[config.mk]
export PLATFORM = sky130hd
export DESIGN_NAME = button_conditioner
export DESIGN_NICKNAME = d
export VERILOG_FILES = /design/src/rtl/button_conditioner.sv
export SDC_FILE = /design/constraint.sdc
export NUM_CORES = 1
export LEC_CHECK = 0
export ABC_AREA = 1
export BUFFER_PORTS_ARGS = -buffer_cell sky130_fd_sc_hd__buf_4
export CAP_MARGIN = 40
export CORE_UTILIZATION = 30
export CTS_CLUSTER_DIAMETER = 40
export DETAILED_ROUTE_END_ITERATION = 8
export PLACE_DENSITY = 0.56
export SLEW_MARGIN = 20
export SYNTH_ARGS = -nofsm -noshare
export SYNTH_HDL_FRONTEND = slang
export SYNTH_SLANG_ARGS = --single-unit
[constraint.sdc]
create_clock -name clk -period 1.8 [get_ports clk]
set_input_delay 0.18 -clock clk [delete_from_list [all_inputs] [get_ports clk]]
set_output_delay 0.18 -clock clk [all_outputs]
set_load 0.03 [all_outputs]
[src/rtl/button_conditioner.sv]
// Multi-channel push-button/switch conditioner: 2-flop synchroniser, stability-window
// debounce, registered press/release pulses and a per-channel toggle with clear.
module button_conditioner #(
    parameter int unsigned N_CH            = 4,
    parameter int unsigned DEBOUNCE_CYCLES = 500000,
    parameter int unsigned CNT_W           = 19
) (
    input  logic            clk,
    input  logic            rst_n,
    input  logic [N_CH-1:0] btn_in,
    input  logic [N_CH-1:0] clr_toggle,
    output logic [N_CH-1:0] btn_level,
    output logic [N_CH-1:0] btn_press,
    output logic [N_CH-1:0] btn_release,
    output logic [N_CH-1:0] btn_toggle
);

    localparam logic [CNT_W-1:0] CNT_LAST = CNT_W'(DEBOUNCE_CYCLES - 1);
    localparam logic [CNT_W-1:0] CNT_ZERO = '0;
    localparam logic [CNT_W-1:0] CNT_ONE  = CNT_W'(1);

    logic [N_CH-1:0]  sync1;
    logic [N_CH-1:0]  sync2;
    logic [CNT_W-1:0] cnt      [N_CH];
    logic [CNT_W-1:0] cnt_next [N_CH];
    logic [N_CH-1:0]  accept_c;
    logic [N_CH-1:0]  rise_c;
    logic [N_CH-1:0]  fall_c;

    // A channel is accepted once sync2 has differed from the level for the whole window.
    always_comb begin
        accept_c = '0;
        for (int i = 0; i < int'(N_CH); i++) begin
            cnt_next[i] = CNT_ZERO;
            if (sync2[i] != btn_level[i]) begin
                if (cnt[i] == CNT_LAST) begin
                    accept_c[i] = 1'b1;
                end else begin
                    cnt_next[i] = cnt[i] + CNT_ONE;
                end
            end
        end
        rise_c = accept_c & sync2;
        fall_c = accept_c & ~sync2;
    end

    always_ff @(posedge clk or negedge rst_n) begin
        if (!rst_n) begin
            sync1       <= '0;
            sync2       <= '0;
            btn_level   <= '0;
            btn_press   <= '0;
            btn_release <= '0;
            btn_toggle  <= '0;
            for (int i = 0; i < int'(N_CH); i++) begin
                cnt[i] <= CNT_ZERO;
            end
        end else begin
            sync1       <= btn_in;
            sync2       <= sync1;
            btn_level   <= btn_level ^ accept_c;
            btn_press   <= rise_c;
            btn_release <= fall_c;
            // Clear has priority over a coincident press.
            btn_toggle  <= (btn_toggle ^ rise_c) & ~clr_toggle;
            for (int i = 0; i < int'(N_CH); i++) begin
                cnt[i] <= cnt_next[i];
            end
        end
    end

endmodule

* After elaboration in Yosys (flattened, before gate mapping) *
Index checks and enable logic that the tools add are counted.

word-level totals
  output and inout bits = 16
  register bits = 100
  bits of input ports = 10
  word-level logic and storage cells = 45

operators by class
  bitwise logic cells = 7
  multiplexer cells = 16
  equality and inequality tests = 8
  add/sub/neg operators = 4

operator list
  kind                   count
  $mux 19                8
  $add 19x1->19 const B  4
  $eq 19x19->1 const B   4
  $and 4x4->4            3
  $mux 1                 8
  $not 4->4              2
  $xor 4x4->4            2
  $ne 1x1->1             4

* Depth between registers and ports, before layout *
  depth after elaboration = 6
  depth in mapped cells = 10
  depth with buffers taken out = 10

* Least setup slack after synthesis *
No wires, ideal clock.

  kind = register -> register
  start = reg (tool-made name)
  end = reg cnt[37] in the netlist's numbering
  period minus slack after synthesis = 1,476 ps
  path buffers = 0
  stages on the path, launching flop included = 8
  required time = 1,682 ps
  data arrival time = 1,358 ps
  setup slack = 324 ps
  setup time = 118 ps
  path through = dfrtp_1 > nor2_1 > nor2_1 > inv_1 > nand2_2 > inv_2 > nand2_1 > nor2_2

RTL lines
  element                          line  RTL
  to (signal, indexed assignment)  67    cnt[i] <= cnt_next[i];
  to (decl)                        24    logic [CNT_W-1:0] cnt [N_CH];

==> impl_metrics.csv <==
group,metric,value,unit
run_status,outcome,"finished clean",
global_routing,antenna_found_initial,0,
clock_tree,path_clk_slew,0.07,ns
worst_setup_path,worstSetupEndpointType,"register",
worst_setup_path,worstPathArrival,1.82,ns
detailed_routing,ant_nets,0,
job,max_cap_viol_count,0,
clock_tree,ctsHtreeMaxLevel,3,
worst_setup_path,critPathKind,"reg2reg",
timing,timing.final.crit_share,0.881,
detailed_routing,viasPerCell,4.23,
synthesis,synthCells,642,
power_and_ir_drop,p_leak,2.69,nW
detailed_routing,drc,0,
final_layout,drive_gt1_frac,0.120,
final_layout,antennaDiodeCount,0,
synthesis,synth-seq-cells,100,
detailed_routing,wl_per_cell,11.0,µm
hold_path,hold_start,"clr_toggle[2]",
synthesis,ys_seq_area_frac,0.493,
hold_path,holdPathStages,4,
power_and_ir_drop,finalPower,4.47,mW
die,core_area,16600,µm²
die,die_x,132,µm
final_layout,final_cell_mix,"158 x nor2_1, 128 x nand2_1, 100 x dfrtp_1, 87 x inv_1, 30 x xor2_1",
die,initial_core_util,0.306,
placed_design,post_dp_cell_area,5610,µm²
timing,worstMarginPinSlew,0.544,ns
final_layout,area_growth,17.4,%
placed_design,port_buffers,25,
timing,setup_tns,0,ns
global_routing,grt_max_degree,37,
timing,max-slew-margin-rel,0.636,
timing,hold_violations,0,
die,die_h,132,µm
synthesis,ys.warnings.count,0,
final_layout,final_area,5960,µm²
worst_setup_path,worstRegToRegCells,8,
synthesis,synthesis.area,5080,µm²
timing,fin_skew,0.00638,ns
die,num_io_pins,26,
final_layout,stdcell_count,913,
clock_tree,cts.sinks,100,
timing,drv_slew,0,
final_layout,mostFrequentLayoutCell,"nor2_1",
worst_setup_path,r2r_start,"sync2[2]",
power_and_ir_drop,power_density,749,nW/µm²
timing,fmax,0.631,GHz
worst_setup_path,startpoint,"sync2[2]",
final_layout,nets,702,
detailed_routing,first_pass_iters,4,
synthesis,ys_types,28,
hold_path,hp-class,"in2reg",
clock_tree,cts_tree,"done",
timing,timing.hold.ws,0.0462,ns
synthesis,synthFlopType,"dfrtp_1",
synthesis,syn_nets,656,
global_routing,grt_pass1_wl,17.7,mm
timing,rsz0062_at_grt,"no",
timing,fin_crit,1.59,ns
worst_setup_path,startpoint_type,"register",
timing,setup_viol,0,
synthesis,synth_edf_count,0,
placed_design,place_inst,892,
hold_path,min_to,"btn_toggle[2]",
clock_tree,numCtsBuffers,9,
power_and_ir_drop,ir_drop,0.466,mV
worst_setup_path,worstReg2RegEnd,"cnt[34]",
die,dieArea,17500,µm²
clock_tree,clock_path_buffers,2,
detailed_routing,drt_wl_total,10.0,mm
global_routing,grt_usage,0.129,
clock_tree,cts-root-buf,"clkbuf_16",
clock_tree,clock_latency,0.35,ns
global_routing,grt_remaining_overflow,0,
synthesis,async_flop_share,1.00,
synthesis,avgSynthCellArea,7.91,µm²
worst_setup_path,r2r_slack,0.21,ns
clock_tree,cts_resized,0,
placed_design,dp_slack,0.204,ns
detailed_routing,drt_iter0_drc,174,
worst_setup_path,worstPathRequired,2.03,ns
placed_design,dp_hpwl,7.40,mm
global_routing,grt_pass1_vias,3722,
final_layout,utilization,0.360,
timing,setup_ws,0.215,ns
die,rows,47,
placed_design,gp_congestion,0.821,
detailed_routing,num_vias,3859,
worst_setup_path,cp_max_fo,9,
cells by family (layout without fill, tap and decap cells):
| kind of cell | Yosys count | in the layout | share of synthesized area |
|---|---|---|---|
| simple gates | 392 | 392 | 0.348 |
| buf+inv | 91 | 142 | 0.0675 |
| flops | 100 | 100 | 0.493 |
| compound gates | 18 | 18 | 0.0185 |
| fa+ha+maj | 4 | 4 | 0.00985 |
| xor+xnor | 37 | 37 | 0.0638 |
metal layers:
| metal | vias up | track usage | wire length [µm] |
|---|---|---|---|
| met5 | - | 0 | 0 |
| met4 | 0 | 0.0549 | 203 |
| met3 | 12 | 0.0323 | 267 |
| met2 | 37 | 0.196 | 4430 |
| met1 | 1741 | 0.173 | 5140 |
| li1 | 2069 | - | - |
layout make-up:
type,count,area [µm²]
clock buffer,11,243
clock inverter,5,61.3
fill,1719,10600
inverter,90,338
multi-input combinational,451,2230
sequential,100,2500
tap,220,275
timing repair buffer,36,308
worst max-delay path by stage:
stage,to,depth (start not counted)
after floorplan,cnt[37],7
after global placement,cnt[70],6
after detailed placement,cnt[34],8
after CTS,cnt[34],8
after global routing,cnt[34],8
final,cnt[34],8
where the power goes:
part	switching (mW)	internal [mW]	total, mW
Sequential	0.0244	2.28	2.30
Clock	0.866	1.12	1.98
Combinational	0.117	0.0654	0.182
flip-flops by register name, indices dropped and copies added, names as in the netlist, named ones only:
signal,flops
cnt,76
btn_press,4
btn_release,4
btn_toggle,4
sync1,4
sync2,4
critical path, stage by stage, from the launching register on:
cell,delay [ns]
dfrtp_1,0.40
inv_1,0.07
nor2_1,0.06
nor2_1,0.44
inv_1,0.11
nand2_2,0.20
inv_2,0.09
nand2_1,0.06
nor2_1,0.03
cell usage after synthesis, types with 3 or more instances:
cell | instances | area (µm²)
nor2_1 | 158 | 593
nand2_1 | 128 | 480
dfrtp_1 | 100 | 2500
inv_1 | 87 | 327
xor2_1 | 30 | 263
nor3_1 | 29 | 145
nand3_1 | 26 | 130
nor2_2 | 12 | 75.1
nand4_1 | 11 | 68.8
a21oi_1 | 10 | 50.1
nand3_2 | 7 | 70.1
xnor2_1 | 7 | 61.3
nor2_4 | 5 | 56.3
o21ai_0 | 5 | 25.0
ha_1 | 4 | 50.1
inv_2 | 3 | 11.3
nand2_2 | 3 | 18.8
nor3b_1 | 3 | 22.5
repair_timing:
item / 4_1_cts / 5_1_grt
buffers inserted: 0 / 0
hold buffers: 5 / 0
endpoints found under the hold margin: 36 / 0
Power figures use the tool's default switching activity.
